File: config.mk
export PLATFORM = sky130hd
export DESIGN_NAME = cca_ch_idle_gen
export DESIGN_NICKNAME = d
export VERILOG_FILES = /design/src/rtl/cca_ch_idle_gen.sv
export SDC_FILE = /design/constraint.sdc
export NUM_CORES = 1
export LEC_CHECK = 0
export ABC_AREA = 0
export BUFFER_PORTS_ARGS = -buffer_cell sky130_fd_sc_hd__buf_2
export CORE_MARGIN = 5
export CORE_UTILIZATION = 63
export CTS_BUF_LIST = sky130_fd_sc_hd__clkbuf_2 sky130_fd_sc_hd__clkbuf_4 sky130_fd_sc_hd__clkbuf_8
export DETAILED_ROUTE_END_ITERATION = 12
export GPL_ROUTABILITY_DRIVEN = 0
export PLACE_DENSITY = 0.91
export SKIP_CTS_REPAIR_TIMING = 1
export SLEW_MARGIN = 10
export SYNTH_ARGS = -nofsm -noshare
export SYNTH_HDL_FRONTEND = slang
export SYNTH_SLANG_ARGS = --single-unit
File: constraint.sdc
create_clock -name clk -period 5 [get_ports clk]
set_clock_uncertainty 0.05 [all_clocks]
set_input_delay 0.5 -clock clk [delete_from_list [all_inputs] [get_ports clk]]
set_output_delay 0.5 -clock clk [all_outputs]
set_load 0.03 [all_outputs]
File: src/rtl/cca_ch_idle_gen.sv
// Clear-channel assessment: RSSI moving average, hysteresis energy detect, and
// busy/TX/hold tracking that produces the ch_idle level plus a busy-time counter.
module cca_ch_idle_gen #(
  parameter int unsigned RSSI_HALF_DB_WIDTH = 11,
  parameter int unsigned AVG_LOG2           = 4
) (
  input  logic                          clk,
  input  logic                          rstn,
  input  logic                          tsf_pulse_1M,
  input  logic [RSSI_HALF_DB_WIDTH-1:0] rssi_half_db,
  input  logic                          rssi_half_db_valid,
  input  logic [RSSI_HALF_DB_WIDTH-1:0] rssi_th,
  input  logic [7:0]                    rssi_hyst,
  input  logic                          demod_is_ongoing,
  input  logic                          tx_rf_active,
  input  logic [7:0]                    tx_tail_time,
  input  logic [7:0]                    busy_hold_time,
  input  logic                          force_idle,
  input  logic                          force_busy,
  input  logic                          busy_time_clear,
  output logic                          ch_idle,
  output logic [RSSI_HALF_DB_WIDTH-1:0] rssi_avg,
  output logic                          energy_busy,
  output logic [31:0]                   busy_time_us
);

  localparam int unsigned W     = RSSI_HALF_DB_WIDTH;
  localparam int unsigned WIN   = 1 << AVG_LOG2;
  localparam int unsigned SUM_W = W + AVG_LOG2;

  typedef enum logic [1:0] {
    S_IDLE = 2'd0,
    S_BUSY = 2'd1,
    S_TX   = 2'd2,
    S_HOLD = 2'd3
  } state_t;

  logic [W-1:0]        buf_mem [WIN];
  logic [AVG_LOG2-1:0] wptr;
  logic [SUM_W-1:0]    sum;
  logic [W:0]          avg_plus_hyst;
  logic                busy_raw;
  state_t              state;
  state_t              state_nxt;
  logic [7:0]          hold_cnt;
  logic [7:0]          hold_nxt;

  // Running sum over a circular window: add the new sample, drop the oldest.
  always_ff @(posedge clk) begin
    if (!rstn) begin
      for (int unsigned i = 0; i < WIN; i++) begin
        buf_mem[AVG_LOG2'(i)] <= '0;
      end
      wptr <= '0;
      sum  <= '0;
    end else if (rssi_half_db_valid) begin
      sum           <= sum + SUM_W'(rssi_half_db) - SUM_W'(buf_mem[wptr]);
      buf_mem[wptr] <= rssi_half_db;
      wptr          <= wptr + AVG_LOG2'(1);
    end
  end

  assign rssi_avg = W'(sum >> AVG_LOG2);

  // One extra bit so avg + hyst cannot wrap below the threshold.
  assign avg_plus_hyst = {1'b0, rssi_avg} + (W+1)'(rssi_hyst);

  always_ff @(posedge clk) begin
    if (!rstn) begin
      energy_busy <= 1'b0;
    end else if (rssi_avg >= rssi_th) begin
      energy_busy <= 1'b1;
    end else if (avg_plus_hyst < {1'b0, rssi_th}) begin
      energy_busy <= 1'b0;
    end
  end

  assign busy_raw = energy_busy || demod_is_ongoing;

  always_ff @(posedge clk) begin
    if (!rstn) begin
      state    <= S_IDLE;
      hold_cnt <= '0;
    end else begin
      state    <= state_nxt;
      hold_cnt <= hold_nxt;
    end
  end

  // Own transmission always dominates; tails are reloaded fresh on every exit.
  always_comb begin
    state_nxt = state;
    hold_nxt  = hold_cnt;
    case (state)
      S_IDLE: begin
        if (tx_rf_active) begin
          state_nxt = S_TX;
        end else if (busy_raw) begin
          state_nxt = S_BUSY;
        end
      end
      S_BUSY: begin
        if (tx_rf_active) begin
          state_nxt = S_TX;
        end else if (!busy_raw) begin
          state_nxt = S_HOLD;
          hold_nxt  = busy_hold_time;
        end
      end
      S_TX: begin
        if (!tx_rf_active) begin
          state_nxt = S_HOLD;
          hold_nxt  = tx_tail_time;
        end
      end
      S_HOLD: begin
        if (tx_rf_active) begin
          state_nxt = S_TX;
        end else if (busy_raw) begin
          state_nxt = S_BUSY;
        end else if (hold_cnt == 8'd0) begin
          state_nxt = S_IDLE;
        end else if (tsf_pulse_1M) begin
          hold_nxt = hold_cnt - 8'd1;
        end
      end
      default: begin
        state_nxt = S_IDLE;
      end
    endcase
  end

  always_ff @(posedge clk) begin
    if (!rstn) begin
      ch_idle <= 1'b0;
    end else if (force_idle) begin
      ch_idle <= 1'b1;
    end else if (force_busy) begin
      ch_idle <= 1'b0;
    end else begin
      ch_idle <= (state == S_IDLE);
    end
  end

  // Saturating microsecond count of time the reported channel was busy.
  always_ff @(posedge clk) begin
    if (!rstn) begin
      busy_time_us <= '0;
    end else if (busy_time_clear) begin
      busy_time_us <= '0;
    end else if (tsf_pulse_1M && !ch_idle && (busy_time_us != 32'hFFFF_FFFF)) begin
      busy_time_us <= busy_time_us + 32'd1;
    end
  end

endmodule

# Word-level counts from Yosys, hierarchy flattened
# Memory sizes are Yosys's and may differ from the RTL's. A register that Yosys moved wholly into a read port is not among the register bits.
# Index checks and enable logic that the tools add are counted.
[classes] n_addsub=6 mul=0 div=0 magnitude_cmp=2 n_eq_ne=14 shifts=0 muxes=30 bitwise_logic=1 reduce_logical=12
[op_table] cell="$mux W8" count=7
[op_table] cell="$add A32 B1 Y32 const B" count=1
[op_table] cell="$ne A32 B32 Y1 const B" count=1
[op_table] cell="$pmux W8 S3" count=1
[op_table] cell="$mux W2" count=8
[op_table] cell="$add A15 B11 Y15" count=1
[op_table] cell="$sub A15 B11 Y15" count=1
[op_table] cell="$ne A2 B2 Y1 const B" count=7
[op_table] cell="$add A11 B8 Y12" count=1
[op_table] cell="$lt A12 B11 Y1" count=1
[op_table] cell="$mux W4" count=3
[op_table] cell="$ge A11 B11 Y1" count=1
[op_table] cell="$mux W11" count=1
[op_table] cell="$reduce_or A11 Y1" count=1
[op_table] cell="$mux W1" count=9
[op_table] cell="$logic_not A8 Y1" count=1
[op_table] cell="$pmux W2 S4" count=1
[op_table] cell="$reduce_and A8 Y1" count=1
[op_table] cell="$sub A8 B1 Y8 const B" count=1
[op_table] cell="$ne A3 B3 Y1 const B" count=2
[op_table] cell="$add A4 B1 Y4 const B" count=1
[op_table] cell="$eq A2 B2 Y1 const B" count=2
[op_table] cell="$ne A4 B4 Y1 const B" count=1
[op_table] cell="$reduce_and A4 Y1" count=1
[op_table] cell="9 further kinds" count=10
[totals] regBits=63 latch_bits=0 mem_bits_rw=176 rom_bits=0 inputBits=55 output_inout_bits=45 elab_cells=73 mem_count=1
[memory_table] memory="buf_mem" words=16 word_bits=11 rd=1 rd_ports_with_merged_regs=1 write_ports=16 line_no="38" source="logic [W-1:0] buf_mem [WIN];"

# Depth between registers and ports, before layout
# Gate-level depths: netlist of the first run.
[logic_depth] depth_word=6 depth_mapped=15 mapped_depth_nobuf=15

# Least setup slack after synthesis of the first run
# No wires, ideal clock.
[synth_path] path_kind="reg-to-reg" from="register (tool-made name)" to="register sum[14]" setup_ns=0.072 arrival_time_ns=4.146 required_time_ns=4.878 setup_slack_ns=0.732 path_stages_with_launch=14 n_path_buf=2 synth_period_minus_slack_ns=4.268 path_cell_list="dfxtp_1 clkbuf_1 buf_2 mux4_2 mux4_2 fa_1 inv_1 ha_1 and2_1 a221oi_1 a21oi_1 o21a_1 o41ai_1 mux2i_1"
[synth_rtl] element="to (signal assigned)" line_no="57" source="sum <= sum + SUM_W'(rssi_half_db) - SUM_W'(buf_mem[wptr]);"
[synth_rtl] element="to (decl)" line_no="40" source="logic [SUM_W-1:0] sum;"

==> results of run 1 <==
## sequential cells by signal, summed over array words and instances (netlist names), named ones only
register,flops
hold_cnt,8
buf_mem,176
ch_idle,1
sum,15
busy_time_us,32
wptr,4
state,2
energy_busy,1
## worst max-delay path by stage
stage / from / endpoint / slack, ns / depth (start not counted)
6_report: flop / sum[14] / 0.27 / 12
5_1_grt: flop / sum[14] / 0.07 / 12
4_1_cts: flop / sum[14] / 0.31 / 12
3_5_place_dp: flop / sum[14] / 0.65 / 12
3_3_place_gp: flop / sum[13] / 0.76 / 12
2_1_floorplan: flop / sum[14] / 0.73 / 13
## synthesized netlist by cell type, types with 27 or more instances
library cell,instances
nor3_1,146
dfxtp_1,67
a21oi_1,36
nor2_1,80
inv_1,72
edfxtp_1,176
o21ai_0,45
mux4_2,55
ha_1,58
nor4_1,50
nand2_1,38
clkbuf_1,67
xnor2_1,27
## logic make-up (layout without fill, tap and decap cells)
family,after synthesis,count (layout)
adder cells (fa/ha/maj),70,70
flip-flops,243,243
AND/OR/NAND/NOR,393,393
AO/OA/AOI/OAI,157,157
XOR/XNOR,41,41
buffers and inverters,181,295
multiplexers,68,68
## routing by layer
metal  share of wire [%]  track usage [%]  up-vias
met1                  37             36.5     4804
met4                 3.7             11.6        0
li1                    -                -     4497
met3                  11             6.20      110
met5                   0                0        -
met2                  48             45.0      711
## final cells by class
cell class                 count  share of cell area (%)
clock buffer                  56                    4.74
timing repair buffer         143                    5.62
clock inverter                13                   0.511
multi-input combinational    729                    39.6
inverter                      83                    2.12
sequential                   243                    45.1
tap                          270                    2.30
## report_power, final
| part | total, mW | leakage [nW] | internal [mW] | switching [mW] |
|---|---|---|---|---|
| Clock | 1.71 | 0.411 | 0.906 | 0.806 |
| Sequential | 2.46 | 2.37 | 2.31 | 0.151 |
| Combinational | 2.10 | 2.75 | 0.863 | 1.23 |
## worst max-delay path: stages (launching register included)
cell and delay, ns:
dfxtp_2 0.51, buf_4 0.28, mux4_2 0.58, mux4_2 0.52, fa_1 0.52, inv_1 0.05
ha_1 0.33, and2_1 0.17, a221oi_1 0.37, a21oi_1 0.26, o21a_1 0.27, o41ai_1 0.49
mux2i_1 0.25
## stage by stage
step / power [mW] / setup WS (ns) / util [%] / cell area [sq um] / hold WS [ns]
finish: 6.27 / 0.273 / 72.1 / 14700 / 0.127
floorplan: 4.07 / 0.732 / - / 13100 / 0.399
global route: 6.62 / 0.0679 / 72.1 / 14700 / 0.121
CTS: 6.24 / 0.309 / 72.1 / 14700 / 0.104
detailed placement: 4.51 / 0.645 / 68.3 / 13900 / 0.426
global placement: 4.40 / 0.759 / 68.3 / 13900 / 0.409
==> run metrics, run 1 <==
status finished, final reports clean; ys async rst share 0%; Inst Count DP approximately 1500; cell taking the most area after synthesis edfxtp_1; hold depth 3; crit path DAT 5.16 ns; Ys Warns 0; top-area cell type share of the netlist area approximately 40%; CTS Root Cell clkbuf_8; first-pass GRT wire length about 53 mm; Die Height 154 um; Worst Path Required between 5 and 6 ns; crit path time final 4.73 ns; final hold viol count 0; clock transition at the registers of the reported paths 0.07 ns; DR WL/cell between 20 and 25 um; Slew Limit Fails 0; fin nets 1366; largest family of logic cells by synthesized area simple AND/OR/NAND/NOR gates; Synth Area in XOR/XNOR 2.73%; Via Count ~10000; Tightest Pin Transition 1.14 ns; Post-synth EDFFs 176; largest net degree at the start of global routing 49; clk_lat worst skew between 0.5 and 0.6 ns; Synth Area in Compound Gates ~7.6%; Post-synth top flop edfxtp_1; CTS tree yes; Syn Nets between 1000 and 1500; element type at the critical path start flop; Pwr Density around 430 mW/mm^2; Setup TNS 0 ns; r2r endpoint sum[14]; maximum vdd drop 217 uV; Final period util a little over nine tenths; total gr overflow 0; Initial Utilization around 65%; DRT iter0 DRCs roughly 1200; multiplexer share of the synthesized area 10.5%; highest clock rate 212 MHz; Max Cap Viol 0; Worst slew margin between 20 and 25%; CP Max Fanout 10; Residual DRC 0; 1st-pass router iterations 6; antenna violations before repair 0; Leakage around 5.5 nW; worst hold start force_idle; maximum clock insertion buffer count 3; core area around 0.020 sq mm; Hold Path End ch_idle; Worst setup EP type flop; # clock sinks ~240; Die Width 154 um; Clock H-tree levels 2; Filler Cells Inserted approximately 1300; total wire length around 33 mm; library cells used by synthesis 65; Netlist Area Pre-Place 0.0131 sq mm; most frequent cells in the layout 176 x edfxtp_1, 146 x nor3_1, 99 x buf_2, 80 x nor2_1, 72 x inv_1; Multi-input gate area just under 0.006 sq mm; worst hold path class input pin to flop; Die Footprint between 0.02 and 0.025 sq mm; WS Path Type flop to flop; Ports 100; Syn Inst Count approximately 1200; Syn-to-layout area delta 11.7%; Area contributors post-synth edfxtp_1 40%, dfxtp_1 10%, mux4_2 9.4%; commonest non-fill, non-tap cell in the layout edfxtp_1; I/O Buffers 99; GRT Total Usage between 20% and 30%; Inserted Diodes 0; Inserted Clock Buffers 41; HPWL Detailed approximately 22 mm; Routed Antenna Nets 0; register area share after synthesis 50.4%; layout cells sized above 1 a little under a quarter; Simple-Gate Fraction of Synth Area 15.9%; Post-Synth Adder-Cell Area roughly 7.3%; Setup Viol. Count Final 0; non-filler cells, final around 1500; number of synthesized register bits approximately 240; Via density roughly 6.6; Register-to-Register Path Depth 12; Avg Cell Area, Syn between 10 and 15 sq um; unrepaired setup endpoints after global routing false; FF/Latch Area between 0.006 and 0.007 sq mm; vias in the first global route between 9000 and 10000; cell row count 52; r2r setup slk around 0.27 ns
Power figures use the tool's default switching activity.
==> run 2: changes to the inputs <==
--- a/config.mk
+++ b/config.mk
@@ -8,11 +8,11 @@
 export ABC_AREA = 0
 export BUFFER_PORTS_ARGS = -buffer_cell sky130_fd_sc_hd__buf_2
 export CORE_MARGIN = 5
-export CORE_UTILIZATION = 63
+export CORE_UTILIZATION = 68
 export CTS_BUF_LIST = sky130_fd_sc_hd__clkbuf_2 sky130_fd_sc_hd__clkbuf_4 sky130_fd_sc_hd__clkbuf_8
 export DETAILED_ROUTE_END_ITERATION = 12
 export GPL_ROUTABILITY_DRIVEN = 0
-export PLACE_DENSITY = 0.91
+export PLACE_DENSITY = 0.95
 export SKIP_CTS_REPAIR_TIMING = 1
 export SLEW_MARGIN = 10
 export SYNTH_ARGS = -nofsm -noshare
==> constraint.sdc (replaced) <==
create_clock -name clk -period 5.53 [get_ports clk]
set_clock_uncertainty 0.05 [all_clocks]
set_input_delay 0.2765 -clock clk [delete_from_list [all_inputs] [get_ports clk]]
set_output_delay 0.2765 -clock clk [all_outputs]
set_load 0.03 [all_outputs]
==> run metrics, run 2 (synthesized netlist as in run 1, its figures left out) <==
Ports 100; Register-to-Register Path Depth 12; worst hold path class input pin to flop; first-pass GRT wire length 54.2 mm; Leakage 5.48 nW; Final period util 83.4%; Slowest cell on crit path dfxtp_2; total chip power roughly 5.7 mW; Via density between 6 and 7; Via Count 10200; largest net degree at the start of global routing around 50; cells along the critical path buf_12 > mux4_2 > mux4_2 > fa_1 > inv_1 > ha_1 > and2_1 > a221oi_1 > a21oi_1 > o21a_1 > o41ai_1 > mux2i_1; CTS Root Cell clkbuf_8; I/O Buffers 99; hold depth 5; vias in the first global route ~10000; fin util between 70% and 80%; fin nets around 1400; layout cells sized above 1 between 20% and 30%; Setup TNS 0 ns; Routed Antenna Nets 0; CP Max Fanout 34; core area between 0.015 and 0.02 sq mm; Tightest Pin Transition 1.24 ns; Largest Register buf_mem; r2r endpoint sum[14]; antenna violations before repair 1; Filler Cells Inserted 1076; Initial Utilization 69.6%; Syn-to-layout area delta 11.2%; CTS tree yes; final hold viol count 0; Worst slew margin between 15 and 20%; element type at the critical path start flop; clock transition at the registers of the reported paths approximately 0.060 ns; Worst Path Required between 5 and 6 ns; maximum vdd drop 369 uV; Clock H-tree levels 2; Max Cap Viol 0; commonest non-fill, non-tap cell in the layout edfxtp_1; Worst setup EP type flop; Setup Viol. Count Final 0; cell row count 50; Slew Limit Fails 0; unrepaired setup endpoints after global routing false; maximum clock insertion buffer count 3; Largest register FFs 176; WS Path Type flop to flop; Inserted Diodes 0; Residual DRC 0; Regs by FF count buf_mem: 176 flops, busy_time_us: 32 flops, sum: 15 flops; HPWL Detailed 22.1 mm; Pwr Density 389 mW/mm^2; DRT iter0 DRCs roughly 1200; total gr overflow 0; status finished, final reports clean; total wire length about 34 mm; Inserted Clock Buffers roughly 40; crit path DAT ~5 ns; Die Footprint between 0.02 and 0.025 sq mm; crit path time final 4.61 ns; most used cell, CP mux4_2; highest clock rate around 220 MHz; worst hold start tx_tail_time[0]; Hold Path End hold_cnt[0]; r2r setup slk 0.92 ns; GRT Total Usage 31.0%; Crit path largest cell delay 0.60 ns; 1st-pass router iterations 5; clk_lat worst skew about 0.57 ns; Die Height roughly 150 um; # clock sinks between 200 and 250; DR WL/cell 22.5 um; most frequent cells in the layout 176 x edfxtp_1, 146 x nor3_1, 99 x buf_2, 80 x nor2_1, 72 x inv_1; Die Width about 150 um
run 2: cell count changes in the layout (fill, tap and decap cells not counted):
cell	previous run	this run
buf_12	0	1
buf_4	44	31
clkbuf_8	44	43
clkinv_1	18	19
clkinv_2	3	6
clkinv_8	0	2
clkinvlp_4	0	1
dlygate4sd3_1	0	1
inv_12	1	0
inv_6	2	0
run 2: report_power, final:
group / internal [mW] / total (mW) / switching (mW)
Sequential: 2.09 / 2.22 / 0.136
Combinational: 0.779 / 1.91 / 1.13
Clock: 0.808 / 1.55 / 0.740
Total: 3.67 / 5.68 / 2.01
run 2: how the worst max path moves through the flow:
stage / slack [ns] / end / from / depth (start not counted)
finish: 0.92 / sum[14] / flop / 12
floorplan: 1.26 / sum[14] / flop / 13
detailed placement: 1.00 / sum[14] / flop / 12
CTS: 0.95 / sum[14] / flop / 12
global placement: 1.15 / sum[14] / flop / 12
global route: 0.62 / sum[14] / flop / 12
run 2: layout make-up:
cell class                      count  area (sq um)  area share (%)
Clock buffer                       55           682            4.67
Clock inverter                     17           100           0.685
Inverter                           83           312            2.13
Multi-Input combinational cell    729          5810            39.8
Sequential cell                   243          6630            45.4
Tap cell                          260           325            2.23
Timing Repair Buffer              132           758            5.19
run 2: stage by stage:
| stage | worst slack [ns] | instances | area [sq um] | hold slack [ns] |
|---|---|---|---|---|
| global route | 0.625 | 1519 | 14600 | 0.0302 |
| CTS | 0.945 | 1518 | 14600 | -0.0695 |
| global placement | 1.15 | 1446 | 13800 | 0.409 |
| finish | 0.915 | 1519 | 14600 | 0.0328 |
| floorplan | 1.26 | 1153 | 13100 | 0.344 |
| detailed placement | 1.00 | 1446 | 13800 | 0.427 |
run 2: critical path: cells and delay by family, from the launching register on:
kind,cells,cell delay (ns)
mux,3,1.28
compound gates,4,1.15
fa+ha+maj,2,0.83
flops,1,0.60
buf+inv,2,0.37
simple gates,1,0.19
run 2: per-layer routing:
metal  GRT usage [%]  routed length (um)
met1            40.3               12000
met2            50.7               16300
met3            6.93                4160
met4            13.3                1620
met5               0                  20
==> run 3: changes to the inputs <==
--- a/config.mk
+++ b/config.mk
@@ -8,11 +8,11 @@
 export ABC_AREA = 0
 export BUFFER_PORTS_ARGS = -buffer_cell sky130_fd_sc_hd__buf_2
 export CORE_MARGIN = 5
-export CORE_UTILIZATION = 68
+export CORE_UTILIZATION = 63
 export CTS_BUF_LIST = sky130_fd_sc_hd__clkbuf_2 sky130_fd_sc_hd__clkbuf_4 sky130_fd_sc_hd__clkbuf_8
 export DETAILED_ROUTE_END_ITERATION = 12
 export GPL_ROUTABILITY_DRIVEN = 0
-export PLACE_DENSITY = 0.95
+export PLACE_DENSITY = 0.91
 export SKIP_CTS_REPAIR_TIMING = 1
 export SLEW_MARGIN = 10
 export SYNTH_ARGS = -nofsm -noshare
==> constraint.sdc (replaced) <==
create_clock -name clk -period 4.72 [get_ports clk]
set_clock_uncertainty 0.05 [all_clocks]
set_input_delay 0.236 -clock clk [delete_from_list [all_inputs] [get_ports clk]]
set_output_delay 0.236 -clock clk [all_outputs]
set_load 0.03 [all_outputs]
==> run metrics, run 3 (synthesized netlist as in run 1, its figures left out) <==
largest net degree at the start of global routing between 50 and 60; layout cells sized above 1 22.3%; Die Height 154 um; maximum clock insertion buffer count 3; Initial Utilization ~65%; GRT Total Usage between 20% and 30%; Slowest cell on crit path dfxtp_2; Inserted Diodes 0; Routed Antenna Nets 0; Pwr Density about 450 mW/mm^2; Largest Register buf_mem; # clock sinks 243; Max Cap Viol 0; Leakage ~5.5 nW; Via Count 10100; final hold viol count 0; CTS tree yes; fin nets 1362; maximum vdd drop between 150 and 200 uV; Ports 100; crit path DAT 5.03 ns; most used cell, CP mux4_2; Regs by FF count buf_mem: 176 flops, busy_time_us: 32 flops, sum: 15 flops; Slew Limit Fails 0; Final period util 97.3%; Die Footprint 0.0239 sq mm; DR WL/cell 21.6 um; Worst slew margin between 30 and 40%; 1st-pass router iterations 5; DRT iter0 DRCs between 1000 and 1500; element type at the critical path start flop; Clock H-tree levels 2; cells along the critical path buf_4 > mux4_2 > mux4_2 > fa_1 > inv_1 > ha_1 > and2_1 > a221oi_1 > a21oi_1 > o21a_1 > o41ai_1 > mux2i_1; CTS Root Cell clkbuf_8; Crit path largest cell delay between 0.5 and 0.6 ns; Syn-to-layout area delta 11.6%; antenna violations before repair 0; total gr overflow 0; Worst setup EP type flop; HPWL Detailed 20.9 mm; Setup TNS 0 ns; Inserted Clock Buffers 40; Residual DRC 0; pre-CTS setup slack approximately 0.25 ns; Via density approximately 6.6; clock transition at the registers of the reported paths roughly 0.07 ns; vias in the first global route a little under 10000; I/O Buffers 99; core area a little over 0.02 sq mm; total wire length approximately 33 mm; clk_lat worst skew approximately 0.56 ns; Worst Path Required 5.15 ns; WS Path Type flop to flop; highest clock rate about 220 MHz; crit path time final roughly 4.6 ns; Die Width approximately 150 um; commonest non-fill, non-tap cell in the layout edfxtp_1; CP Max Fanout 12; PnR worst setup slack 0.129 ns; first-pass GRT wire length about 53 mm; Tightest Pin Transition approximately 0.94 ns; unrepaired setup endpoints after global routing false; cell row count 52; Largest register FFs approximately 180; status finished, final reports clean; Setup Viol. Count Final 0; worst hold path class input pin to flop; most frequent cells in the layout 176 x edfxtp_1, 146 x nor3_1, 99 x buf_2, 80 x nor2_1, 72 x inv_1
==> run 3: cell count changes in the layout (fill, tap and decap cells not counted) <==
cell / previous run / this run
o21ai_0: 45 / 44
o21ai_1: 0 / 1
clkinvlp_4: 1 / 2
buf_12: 1 / 0
clkbuf_8: 43 / 46
buf_4: 31 / 39
clkinv_2: 6 / 4
dlygate4sd3_1: 1 / 2
clkinv_8: 2 / 0
clkbuf_4: 12 / 10
==> run 3: critical path, delay by kind of cell (launching register included) <==
family	cells	cell delay, ns
flops	1	0.59
fa+ha+maj	2	0.65
compound gates	4	1.31
simple gates	1	0.19
buf+inv	2	0.42
mux	3	1.31
==> run 3: final timing paths <==
check	start	end	slack, ns	cells past startpoint
max	flop	sum[14]	0.13	12
min	tx_tail_time[0]	hold_cnt[0]	0.02	5
max reg2reg	flop	sum[14]	0.13	12
min reg2reg	hold_cnt[6]	hold_cnt[6]	0.44	2
==> run 3: per-layer routing <==
metal	GRT usage, %	up-vias	share of wire [%]
li1	-	4476	-
met1	35.5	4781	36
met2	46.3	708	49
met3	5.78	109	11
met4	10.6	0	3.7
met5	0	-	0
==> run 3: stage by stage <==
stage                     cells  hold slack [ns]  cell area (sq um)  utilization (%)  total power, mW
after floorplan            1153            0.303              13100                -             4.31
after global placement     1463            0.409              13900             68.1             4.66
after detailed placement   1463            0.420              13900             68.1             4.77
after CTS                  1533           -0.144              14700             71.9             6.57
after global routing       1535           0.0508              14700             72.0             6.95
final                      1535           0.0209              14700             72.0             6.60
==> run 3: cell type report <==
class                           count  area (sq um)
Sequential cell                   243          6630
Multi-Input combinational cell    729          5810
Fill cell                        1253          5690
Timing Repair Buffer              140           808
Clock buffer                       56           708
Tap cell                          270           338
Inverter                           83           312
Clock inverter                     14          65.1
==> run 3: where the power goes <==
group	leakage (nW)	internal (mW)	switching [mW]
registers	2.37	2.44	0.160
clock network	0.405	0.966	0.840
logic	2.74	0.910	1.28
total	5.51	4.32	2.28
